### src/rtl/kernel_cfg_arbiter.sv
`default_nettype none
// ============================================================================
// Module   : kernel_cfg_arbiter
// Purpose  : Round-robin arbiter in front of the single Gaussian kernel
//            generator. Caches the (sigma, ksize) currently loaded in the
//            generator. Restarts it only on a miss and holds its inputs
//            steady while it runs. Grants exclusive use of the kernel and
//            its sum until the owner releases it.
// Ports    : clk, n_rst (async, active-low)
//            req/req_sigma/req_ksize/rel : requester side
//            grant, kernel_valid, kernel_sum, err, err_id, busy : status
//            gen_start/gen_sigma/gen_ksize -> generator
//            gen_done/gen_sum <- generator
// Revision : 1.0 - initial release
// ============================================================================
module kernel_cfg_arbiter #(
    parameter int    NUM_REQ        = 2,
    parameter int    MAX_KERNEL     = 7,
    parameter int    TIMEOUT_CYCLES = 64,
    localparam int   KW             = $clog2(MAX_KERNEL),
    localparam int   IDW            = (NUM_REQ > 1) ? $clog2(NUM_REQ) : 1
) (
    input  logic                       clk,
    input  logic                       n_rst,
    input  logic [NUM_REQ-1:0]         req,
    input  logic [NUM_REQ-1:0][2:0]    req_sigma,
    input  logic [NUM_REQ-1:0][KW-1:0] req_ksize,
    input  logic [NUM_REQ-1:0]         rel,
    output logic [NUM_REQ-1:0]         grant,
    output logic                       kernel_valid,
    output logic [31:0]                kernel_sum,
    output logic                       err,
    output logic [IDW-1:0]             err_id,
    output logic                       busy,
    output logic                       gen_start,
    output logic [2:0]                 gen_sigma,
    output logic [KW-1:0]              gen_ksize,
    input  logic                       gen_done,
    input  logic [31:0]                gen_sum
);

    localparam int            CW              = $clog2(TIMEOUT_CYCLES) + 1;
    localparam logic [KW:0]   c_max_ksize     = (KW+1)'(MAX_KERNEL);
    localparam logic [CW-1:0] c_timeout_last  = CW'(TIMEOUT_CYCLES - 1);

    typedef enum logic [2:0] {
        S_IDLE     = 3'd0,
        S_CHECK    = 3'd1,
        S_START    = 3'd2,
        S_WAIT_GEN = 3'd3,
        S_GRANTED  = 3'd4
    } state_t;

    state_t             r_state;
    logic [IDW-1:0]     r_rr_ptr;
    logic [IDW-1:0]     r_win;
    logic [2:0]         r_lat_sigma;
    logic [KW-1:0]      r_lat_ksize;
    logic               r_loaded_valid;
    logic [2:0]         r_loaded_sigma;
    logic [KW-1:0]      r_loaded_ksize;
    logic [CW-1:0]      r_timer;

    logic               w_any;
    logic [IDW-1:0]     w_pick;
    logic [IDW:0]       w_scan;
    logic               w_illegal;
    logic               w_hit;
    logic [IDW-1:0]     w_next_ptr;
    logic [NUM_REQ-1:0] w_win_onehot;

    // Scan requesters starting at the round-robin pointer. The index is
    // kept one bit wider so the wrap can be done with a single subtract.
    always_comb begin
        w_any  = 1'b0;
        w_pick = '0;
        w_scan = '0;
        for (int i = 0; i < NUM_REQ; i++) begin
            w_scan = {1'b0, r_rr_ptr} + (IDW+1)'(i);
            if (w_scan >= (IDW+1)'(NUM_REQ)) begin
                w_scan = w_scan - (IDW+1)'(NUM_REQ);
            end
            if (!w_any && req[w_scan[IDW-1:0]]) begin
                w_any  = 1'b1;
                w_pick = w_scan[IDW-1:0];
            end
        end
    end

    // Even sizes (including zero) have no centre tap.
    assign w_illegal = (r_lat_sigma == 3'd0) || !r_lat_ksize[0] ||
                       ({1'b0, r_lat_ksize} > c_max_ksize);

    assign w_hit = r_loaded_valid &&
                   (r_lat_sigma == r_loaded_sigma) &&
                   (r_lat_ksize == r_loaded_ksize);

    assign w_next_ptr   = (r_win == IDW'(NUM_REQ - 1)) ? '0 : r_win + IDW'(1);
    assign w_win_onehot = NUM_REQ'(1) << r_win;
    assign busy         = (r_state != S_IDLE);

    always_ff @(posedge clk or negedge n_rst) begin
        if (!n_rst) begin
            r_state        <= S_IDLE;
            r_rr_ptr       <= '0;
            r_win          <= '0;
            r_lat_sigma    <= '0;
            r_lat_ksize    <= '0;
            r_loaded_valid <= 1'b0;
            r_loaded_sigma <= '0;
            r_loaded_ksize <= '0;
            r_timer        <= '0;
            grant          <= '0;
            kernel_valid   <= 1'b0;
            kernel_sum     <= '0;
            err            <= 1'b0;
            err_id         <= '0;
            gen_start      <= 1'b0;
            gen_sigma      <= '0;
            gen_ksize      <= '0;
        end else begin
            err       <= 1'b0;
            gen_start <= 1'b0;
            case (r_state)
                S_IDLE: begin
                    if (w_any) begin
                        r_win       <= w_pick;
                        r_lat_sigma <= req_sigma[w_pick];
                        r_lat_ksize <= req_ksize[w_pick];
                        r_state     <= S_CHECK;
                    end
                end
                S_CHECK: begin
                    if (w_illegal) begin
                        err      <= 1'b1;
                        err_id   <= r_win;
                        r_rr_ptr <= w_next_ptr;
                        r_state  <= S_IDLE;
                    end else if (w_hit) begin
                        r_state  <= S_GRANTED;
                    end else begin
                        // Generator inputs change only here and then stay
                        // put until the next miss.
                        gen_sigma      <= r_lat_sigma;
                        gen_ksize      <= r_lat_ksize;
                        kernel_valid   <= 1'b0;
                        r_loaded_valid <= 1'b0;
                        gen_start      <= 1'b1;
                        r_state        <= S_START;
                    end
                end
                S_START: begin
                    r_timer <= '0;
                    r_state <= S_WAIT_GEN;
                end
                S_WAIT_GEN: begin
                    if (gen_done) begin
                        kernel_sum     <= gen_sum;
                        r_loaded_sigma <= r_lat_sigma;
                        r_loaded_ksize <= r_lat_ksize;
                        r_loaded_valid <= 1'b1;
                        kernel_valid   <= 1'b1;
                        if (req[r_win]) begin
                            grant   <= w_win_onehot;
                            r_state <= S_GRANTED;
                        end else begin
                            // Requester withdrew: keep the freshly loaded
                            // kernel cached for whoever asks next.
                            r_rr_ptr <= w_next_ptr;
                            r_state  <= S_IDLE;
                        end
                    end else if (r_timer == c_timeout_last) begin
                        err            <= 1'b1;
                        err_id         <= r_win;
                        r_loaded_valid <= 1'b0;
                        kernel_valid   <= 1'b0;
                        r_rr_ptr       <= w_next_ptr;
                        r_state        <= S_IDLE;
                    end else if (r_timer != '1) begin
                        r_timer <= r_timer + CW'(1);
                    end
                end
                S_GRANTED: begin
                    if (rel[r_win]) begin
                        grant    <= '0;
                        r_rr_ptr <= w_next_ptr;
                        r_state  <= S_IDLE;
                    end else begin
                        grant    <= w_win_onehot;
                    end
                end
                default: begin
                    r_state <= S_IDLE;
                end
            endcase
        end
    end

endmodule
`default_nettype wire

### config.mk
export PLATFORM = sky130hd
export DESIGN_NAME = kernel_cfg_arbiter
export DESIGN_NICKNAME = d
export VERILOG_FILES = /design/src/rtl/kernel_cfg_arbiter.sv
export SDC_FILE = /design/constraint.sdc
export NUM_CORES = 1
export LEC_CHECK = 0
export BUFFER_PORTS_ARGS = -buffer_cell sky130_fd_sc_hd__buf_2
export CORE_MARGIN = 4
export CORE_UTILIZATION = 35
export DETAILED_ROUTE_END_ITERATION = 10
export GPL_TIMING_DRIVEN = 0
export PLACE_DENSITY = 0.66
export SLEW_MARGIN = 0
export SYNTH_ARGS = -nofsm -noshare
export SYNTH_HDL_FRONTEND = slang
export SYNTH_SLANG_ARGS = --single-unit
### constraint.sdc
create_clock -name clk -period 3.45 [get_ports clk]
set_input_delay 0 -clock clk [delete_from_list [all_inputs] [get_ports clk]]
set_output_delay 0 -clock clk [all_outputs]
set_load 0.02 [all_outputs]
==> qor.yml, run 1 <==
design_area_sq_um: 4270
syn_area_per_cell_sq_um: 12.9
place.gp.congestion: 0.737
power_density_nw_per_um2: 881
io_buffers: 95
tightest_slew_ps: 850
rsz0062_at_grt: "no"
cts_setup_buffers: 0
ys_seq_area_share_pct: 57.7
syn-num-nets: 281
crit_buf_inv: 0
setup_slack_ps: 1330
grt-ovfl-total: 0
clk_latency_ps: 330
fin_tns_setup_ps: 0
worstPathArrival_ps: 2340
crit_chain: "ha_1 -> nand3_2 -> or4_4 -> a221oi_4 -> mux2_1"
ys_async_sr_fraction_pct: 100
vdd_drop_max_mv: 0.391
internal-power_mw: 2.40
swShare_pct: 36.4
htree_levels: 3
io_pins: 96
cts.sinks: 68
clockRootBuffer: "clkbuf_8"
drt_wl_total_microns: 6720
cts_tree: "yes"
post-place-ws_ps: 1330
cts_buffers: 9
antenna_found_initial: 0
p_clk_share_pct: 22.0
hold_viol: 0
slew_headroom_pct: 43.4
synth_cells: 229
leakagePower_nw: 2.01
slowest_delay_ps: 520
dp_hpwl_microns: 4560
ys_dominant_reg_cell: "dfrtp_1"
vias_per_cell: 4.72
die_h_microns: 99.8
fin_util_pct: 52.0
synth_edf_count: 0
p_seq_share_pct: 36.5
rows: 33
drc: 0
placed_area_sq_um: 3560
slowest_stage: "or4_4"
rr_worst_depth: 5
grt_pass1_vias: 2447
ys_warn_count: 0
crit_type: "reg2reg"
rr_endpoint: "err_id"
grt_max_degree: 69
hold_buffers: 46
power_mw: 3.77
num_antenna_cells: 0
die_area_sq_um: 9950
grt_pass1_wl_microns: 11300
r2r_setup_slack_ps: 1330
fin_nets: 433
fillers: 722
firstDrtPassIters: 4
clock_skew_ps: 9.54
synthesis.area_sq_um: 2950
vias: 2316
cts_buffer_depth: 2
crit_path_end_kind: "flip-flop"
netSwitchingPower_mw: 1.37
antenna_left: 0
finalCritPeriodShare_pct: 61.4
hold_class: "in2reg"
cp.required_ps: 3670
power.share.combinational_pct: 41.5
floorplan.core_area_sq_um: 8220
drv_slew: 0
status: "finished clean"
synthToLayoutAreaGrowth_pct: 45.1
cts_resized: 0
drtIter0Drc: 88
holdCritStartpoint: "gen_done"
max_cap_viol_count: 0
crit_path_start: "r_timer[0]"
track_usage_pct: 14.1
ys_types: 41
r2r_start: "r_timer[0]"
min_period_ps: 2120
finalSetupViolations: 0
cts.clk_slew.worst_paths_ps: 70
cp_max_fo: 6
cp.depth: 5
fmax_mhz: 472
endpoint: "err_id"
cpLargestDelayFamily: "simple AND/OR/NAND/NOR gates"
die_width_microns: 99.8
synth-seq-cells: 68
wire_per_inst_microns: 13.7
drive_gt1_share_pct: 42.2
start_util_pct: 35.9
startpoint_type: "flip-flop"
final cells by class:
cell class / count / area, sq um / area share, %
sequential: 68 / 1700 / 39.8
multi-input combinational: 142 / 1170 / 27.3
timing repair buffer: 141 / 938 / 22.0
clock buffer: 11 / 151 / 3.54
tap: 105 / 131 / 3.07
clock inverter: 5 / 106 / 2.49
buffer: 10 / 42.5 / 0.995
inverter: 9 / 33.8 / 0.790
synth_stat cells, types with 3 or more instances:
| library cell | instances | share of area (%) |
|---|---|---|
| a21oi_1 | 10 | 1.7 |
| or3_1 | 4 | 0.85 |
| clkbuf_1 | 4 | 0.51 |
| mux2_2 | 42 | 16 |
| nand2_1 | 5 | 0.64 |
| buf_2 | 4 | 0.68 |
| nor2_1 | 10 | 1.3 |
| o31ai_1 | 4 | 1.0 |
| o21ai_0 | 10 | 1.7 |
| inv_1 | 9 | 1.1 |
| nand3_1 | 5 | 0.85 |
| xnor2_1 | 6 | 1.8 |
| nor2b_1 | 3 | 0.64 |
| mux2i_1 | 11 | 3.7 |
| dfrtp_1 | 68 | 58 |
| nand2b_1 | 3 | 0.64 |
power by group through the flow:
stage               sequential, mW  clock (mW)  combinational (mW)
floorplan                     1.68           0               0.756
global placement              1.37           0                1.50
detailed placement            1.39           0                1.54
CTS                           1.38       0.858                1.59
global route                  1.43       0.892                1.71
finish                        1.37       0.830                1.56
layer usage:
| layer | part of all wire (%) | global-route usage, % |
|---|---|---|
| met1 | 42 | 17.1 |
| met2 | 52 | 24.6 |
| met3 | 4.5 | 3.93 |
| met4 | 1.3 | 3.89 |
| met5 | 0 | 0 |
registers in the layout (all words and copies together), names as in the netlist:
name	cells
r_lat_sigma	3
r_lat_ksize	3
r_loaded_ksize	3
gen_sigma	3
gen_ksize	3
r_loaded_sigma	3
grant	2
err	1
gen_start	1
r_state	3
r_timer	7
r_win	1
r_loaded_valid	1
r_rr_ptr	1
kernel_sum	32
err_id	1
cells in the final DEF, fill, tap and decap left out, types with 2 or more instances in the layout:
| master | instances |
|---|---|
| bufinv_16 | 3 |
| and3_1 | 2 |
| inv_1 | 9 |
| buf_1 | 2 |
| nand2b_1 | 3 |
| nand3_1 | 5 |
| mux2_1 | 2 |
| or3_1 | 4 |
| dfrtp_1 | 68 |
| nor2_1 | 10 |
| o21a_1 | 2 |
| buf_2 | 98 |
| nor2b_1 | 3 |
| dlygate4sd3_1 | 46 |
| clkbuf_8 | 11 |
| a21oi_1 | 10 |
| nand2_1 | 5 |
| o21ai_0 | 10 |
| o31ai_1 | 4 |
| nand4b_1 | 2 |
| xnor2_1 | 6 |
| mux2_2 | 42 |
| a31o_2 | 2 |
| mux2i_1 | 11 |
| clkbuf_1 | 4 |
worst min path at each step:
stage          slack, ps  depth (start not counted)             end
3_5_place_dp         180                          1  kernel_sum[30]
4_1_cts               20                          3             err
3_3_place_gp         230                          2  kernel_sum[19]
5_1_grt               40                          3             err
2_1_floorplan       -300                          0             err
6_report              40                          3             err
worst register-to-register path, cell delays in order, from the launching register on:
cell and delay, ps:
dfrtp_1 420, ha_1 230, nand3_2 150, or4_4 520
a221oi_4 330, mux2_1 340
through the flow:
step	cells	hold slack, ps
2_1_floorplan	229	-296
3_3_place_gp	429	231
3_5_place_dp	429	177
4_1_cts	491	24.6
5_1_grt	491	36.4
6_report	491	38.6
kinds of logic after synthesis:
| kind of cell | after synthesis | synth area share, % |
|---|---|---|
| and+or+nand+nor | 45 | 8.83 |
| AOI/OAI and AO/OA | 35 | 8.07 |
| adders and majority gates | 1 | 0.425 |
| xor gates and xnor gates | 6 | 1.78 |
| DFF | 68 | 57.7 |
| buffers and inverters | 19 | 2.59 |
| muxes | 55 | 20.6 |
(Power assumes the default switching activity.)
==> run 2, diff against run 1 <==
clock period = 2.1 ns   (was 3.45 ns; I/O delays follow)
==> qor.yml, run 2 (synthesized netlist as in run 1, its figures left out) <==
cp.depth: 5  # unchanged
largest_reg_flops: 32  # unchanged
crit_chain: "ha_2 -> nand3_4 -> or4_4 -> a221oi_4 -> mux2_1"
max_cap_viol_count: 0  # unchanged
grt_max_degree: 69  # unchanged
clockRootBuffer: "clkbuf_8"
fin_nets: 436  # +0.69%
clock_skew_ps: 8.90  # -0.637 ps
cts_buffer_depth: 2  # unchanged
antenna_found_initial: 0  # unchanged
slowest_delay_ps: 510  # about the same
drv_slew: 0  # unchanged
place.gp.congestion: 0.737  # unchanged
power_mw: 6.23  # +66%
cts_tree: "yes"
slowest_stage: "or4_4"
floorplan.core_area_sq_um: 8220  # unchanged
die_h_microns: 99.8  # unchanged
cts.clk_slew.worst_paths_ps: 70  # about the same
final_common_cell: "buf_2"
vdd_drop_max_mv: 0.645  # +65%
io_buffers: 95  # unchanged
fin_util_pct: 52.5  # +0.44 points
crit_path_end_kind: "flip-flop"
die_width_microns: 99.8  # unchanged
vias_per_cell: 4.72  # about the same
cpLargestDelayFamily: "simple AND/OR/NAND/NOR gates"
cts_buffers: 9  # unchanged
fin_cells: 494  # +0.61%
firstDrtPassIters: 4  # unchanged
hold_class: "in2reg"
clk_latency_ps: 330  # about the same
htree_levels: 3  # unchanged
internal-power_mw: 3.96  # +65%
tightest_slew_ps: 849  # -0.336 ps
vias: 2331  # +0.65%
p_seq_share_pct: 36.2  # -0.3 points
rows: 33  # unchanged
min_period_ps: 1970  # -149 ps
fin_tns_setup_ps: 0  # unchanged
drt_wl_total_microns: 6750  # +0.54%
worstPathArrival_ps: 2190  # -150 ps
grt-ovfl-total: 0  # unchanged
rsz0062_at_grt: "no"
top_regs: "kernel_sum (32), r_timer (7)"
placed_area_sq_um: 3560  # unchanged
drc: 0  # unchanged
synthToLayoutAreaGrowth_pct: 46.3
largest_register: "kernel_sum"
swShare_pct: 36.4  # about the same
dp.cells: 429  # unchanged
cp_max_fo: 6  # unchanged
crit_type: "reg2reg"
wire_per_inst_microns: 13.7  # about the same
endpoint: "err_id"
design_area_sq_um: 4310  # +0.85%
hold_viol: 0  # unchanged
status: "finished clean"
r2r_setup_slack_ps: 130  # -1200 ps
crit_path_start: "r_timer[1]"
final_cell_mix: "buf_2 (98), dfrtp_1 (68), dlygate4sd3_1 (46), mux2_2 (42)"
cts.sinks: 68  # unchanged
grt_pass1_vias: 2438  # -0.37%
cp.required_ps: 2320  # -1350 ps
rr_endpoint: "err_id"
slew_headroom_pct: 43.4  # about the same
netSwitchingPower_mw: 2.27  # +66%
antenna_left: 0  # unchanged
leakagePower_nw: 2.03  # +0.71%
r2r_start: "r_timer[1]"
dp_hpwl_microns: 4560  # unchanged
fmax_mhz: 508  # +7.6%
drtIter0Drc: 82  # -6.8%
fillers: 720  # -0.28%
power.share.combinational_pct: 41.9  # +0.4 points
rr_worst_depth: 5  # unchanged
num_antenna_cells: 0  # unchanged
io_pins: 96  # unchanged
die_area_sq_um: 9950  # unchanged
finalCritPeriodShare_pct: 93.8  # +32 points
start_util_pct: 35.9  # unchanged
finalSetupViolations: 0  # unchanged
p_clk_share_pct: 21.9  # about the same
startpoint_type: "flip-flop"
power_density_nw_per_um2: 1450  # +64%
drive_gt1_share_pct: 43.2  # +0.96 points
track_usage_pct: 14.2  # +0.030 points
grt_pass1_wl_microns: 11300  # +0.24%
crit_buf_inv: 0  # unchanged
## run 2: changes by cell type in the layout (fill, tap and decap cells not counted)
cell and delta:
buf_4 +3, ha_1 -1, ha_2 +1, nand3_2 -1, nand3_4 +1, o21ai_1 -1, o21ai_2 +1
## run 2: layout make-up
cell class | count | area (sq um) | area share (%)
clock inverters | 5 | 106 | 2.47
repair buffers | 144 | 961 | 22.3
flip-flops and latches | 68 | 1700 | 39.5
clock buffers | 11 | 151 | 3.51
well taps | 105 | 131 | 3.05
plain buffers | 10 | 42.5 | 0.987
inverters | 9 | 33.8 | 0.784
multi-input cells | 142 | 1180 | 27.4
## run 2: power by group through the flow
stage	registers [mW]	clock network, mW	logic, mW
after floorplan	2.75	0	1.24
after global placement	2.26	0	2.47
after detailed placement	2.29	0	2.53
after CTS	2.26	1.41	2.64
after global routing	2.34	1.47	2.86
final	2.26	1.36	2.61
## run 2: how the worst min path moves through the flow
stage / from / end / cells after the start
finish: gen_done / err / 3
global route: gen_done / err / 3
CTS: gen_done / err / 3
detailed placement: n_rst / kernel_sum[30] / 1
global placement: gen_sum[19] / kernel_sum[19] / 2
floorplan: n_rst / err / 0
## run 2: repair_timing
| item | in CTS | in global routing |
|---|---|---|
| resized for setup | 1 | 2 |
| endpoints found under the hold margin | 107 | 0 |
| hold buffers | 46 | 0 |
| pin swaps | 0 | 1 |
| setup endpoints to repair | 1 | 6 |
| buffers inserted | 2 | 1 |
## run 2: through the flow
step	hold WS, ps	worst slack, ps
finish	35.5	131
global route	29.6	16.1
CTS	24.6	48.1
detailed placement	177	-16.0
global placement	231	29.0
floorplan	-296	149
## run 2: routing by layer
layer	vias up	share of wire, %	track usage (%)
li1	1130	-	-
met5	-	0	0
met2	57	51	24.1
met4	0	1.4	3.89
met3	9	4.7	3.93
met1	1135	43	17.6
## run 2: tightest hold or removal path, cell delays in order
cell	delay, ps
buf_2	120
or4_4	140
a221oi_4	60
==> run 3, diff against run 2 <==
BUFFER_PORTS_ARGS = not set   (was -buffer_cell sky130_fd_sc_hd__buf_2)
DONT_BUFFER_PORTS = 1   (was not set)
PLACE_DENSITY = 0.56   (was 0.66)
==> qor.yml, run 3 (synthesized netlist as in run 1, its figures left out) <==
p_clk_share_pct: 21.3  # -0.6 points
final_cell_mix: "dfrtp_1 (68), dlygate4sd3_1 (52), mux2_2 (42), mux2i_1 (11)"
crit_type: "reg2reg"
crit_path_end_kind: "flip-flop"
swShare_pct: 38.4  # +2.0 points
tightest_slew_ps: 664  # -186 ps
clock_skew_ps: 9.51  # +0.615 ps
startpoint_type: "flip-flop"
drt_wl_total_microns: 6420  # -4.9%
leakagePower_nw: 1.66  # -18%
whs_ps: 28.0  # -7.51 ps
largest_reg_flops: 32  # unchanged
grt_pass1_wl_microns: 10800  # -5.1%
vias_per_cell: 5.02  # +6.4%
vias: 2028  # -13%
internal-power_mw: 3.52  # -11%
cpLargestDelayFamily: "simple AND/OR/NAND/NOR gates"
io_pins: 96  # unchanged
p_seq_share_pct: 50.3  # +14 points
slowest_delay_ps: 520  # about the same
cts_tree: "yes"
cts_buffer_depth: 2  # unchanged
netSwitchingPower_mw: 2.19  # -3.3%
io_buffers: 0  # -100%
cp.required_ps: 2320  # about the same
slew_headroom_pct: 55.7  # +12 points
clk_latency_ps: 340  # about the same
fin_util_pct: 47.3  # -5.2 points
cp_max_fo: 6  # unchanged
place.gp.congestion: 0.757  # +2.7%
crit_buf_inv: 0  # unchanged
finalSetupViolations: 0  # unchanged
hold_viol: 0  # unchanged
crit_path_start: "r_timer[1]"
crit_chain: "ha_4 -> nand3_2 -> or4_4 -> a221oi_4 -> mux2_4"
synthToLayoutAreaGrowth_pct: 31.8
largest_register: "kernel_sum"
start_util_pct: 35.9  # unchanged
min_period_ps: 2020  # +50.7 ps
hold_class: "in2reg"
drtIter0Drc: 62  # -24%
die_area_sq_um: 9950  # unchanged
holdCritStartpoint: "rel[1]"
wire_per_inst_microns: 15.9  # +16%
die_h_microns: 99.8  # unchanged
max_cap_viol_count: 0  # unchanged
final_common_cell: "dfrtp_1"
power.share.combinational_pct: 28.5  # -13 points
dp_hpwl_microns: 4140  # -9.2%
fin_nets: 346  # -21%
cts.sinks: 68  # unchanged
drv_slew: 0  # unchanged
grt-ovfl-total: 0  # unchanged
worstPathArrival_ps: 2240  # +50 ps
antenna_left: 0  # unchanged
drc: 0  # unchanged
power_density_nw_per_um2: 1470  # +1.7%
firstDrtPassIters: 4  # unchanged
rows: 33  # unchanged
grt_max_degree: 69  # unchanged
r2r_start: "r_timer[1]"
finalCritPeriodShare_pct: 96.2  # +2.4 points
status: "finished clean"
cts_buffers: 9  # unchanged
cts.clk_slew.worst_paths_ps: 70  # about the same
die_width_microns: 99.8  # unchanged
floorplan.core_area_sq_um: 8220  # unchanged
track_usage_pct: 13.8  # -0.34 points
vdd_drop_max_mv: 0.590  # -8.5%
antenna_found_initial: 0  # unchanged
htree_levels: 3  # unchanged
grt_pass1_vias: 2234  # -8.4%
drive_gt1_share_pct: 24.4  # -19 points
slowest_stage: "or4_4"
num_antenna_cells: 0  # unchanged
top_regs: "kernel_sum (32), r_timer (7)"
fmax_mhz: 495  # -2.5%
clockRootBuffer: "clkbuf_8"
## run 3: worst paths after layout
check | to | slack, ps | cells after the start
min in group asynchronous | kernel_sum[23] | 190 | 2
max reg2reg | err_id | 80 | 5
min | r_state[2] | 30 | 2
min reg2reg | r_loaded_sigma[1] | 530 | 1
max | err_id | 80 | 5
max in group asynchronous | r_timer[4] | 1620 | 2
## run 3: power groups by stage
| stage | clock [mW] | combinational [mW] | sequential (mW) |
|---|---|---|---|
| after global placement | 0 | 1.42 | 2.89 |
| after detailed placement | 0 | 1.46 | 2.91 |
| after floorplan | 0 | 1.24 | 2.75 |
| final | 1.21 | 1.63 | 2.87 |
| after global routing | 1.34 | 1.82 | 2.96 |
| after CTS | 1.26 | 1.61 | 2.88 |
## run 3: repair_timing
item / in CTS / in global routing
buffers inserted: 1 / 0
hold buffers: 52 / 1
gates resized for setup: 0 / 6
pin swaps: 0 / 1
setup endpoints to repair: 1 / 9
endpoints found under the hold margin: 114 / 1
## run 3: cell type report
type                    instances  area (sq um)
repair buffers                 54           556
clock buffers                  11           141
multi-input cells             142          1190
inverters                       9          33.8
plain buffers                  10          45.0
fillers                       737          4330
flip-flops and latches         68          1700
well taps                     105           131
clock inverters                 5          83.8
## run 3: per-layer routing
| layer | global-route usage (%) | vias to the layer above | share of wire (%) | routed length [microns] |
|---|---|---|---|---|
| li1 | - | 944 | - | - |
| met2 | 23.2 | 55 | 52 | 3330 |
| met1 | 16.1 | 1016 | 40 | 2580 |
| met4 | 6.72 | 0 | 2.2 | 141 |
| met3 | 4.00 | 13 | 5.8 | 374 |
| met5 | 0 | - | 0 | 0 |
## run 3: per-stage QoR
stage / setup WS [ps] / instance area, sq um / power (mW) / setup TNS [ps] / instances
floorplan: 149 / 2950 / 4.00 / 0 / 229
global placement: 15.7 / 3080 / 4.31 / 0 / 334
detailed placement: 3.27 / 3080 / 4.37 / 0 / 334
CTS: 28.8 / 3850 / 5.75 / 0 / 403
global route: -4.45 / 3880 / 6.11 / -4.45 / 404
finish: 80.2 / 3880 / 5.71 / 0 / 404
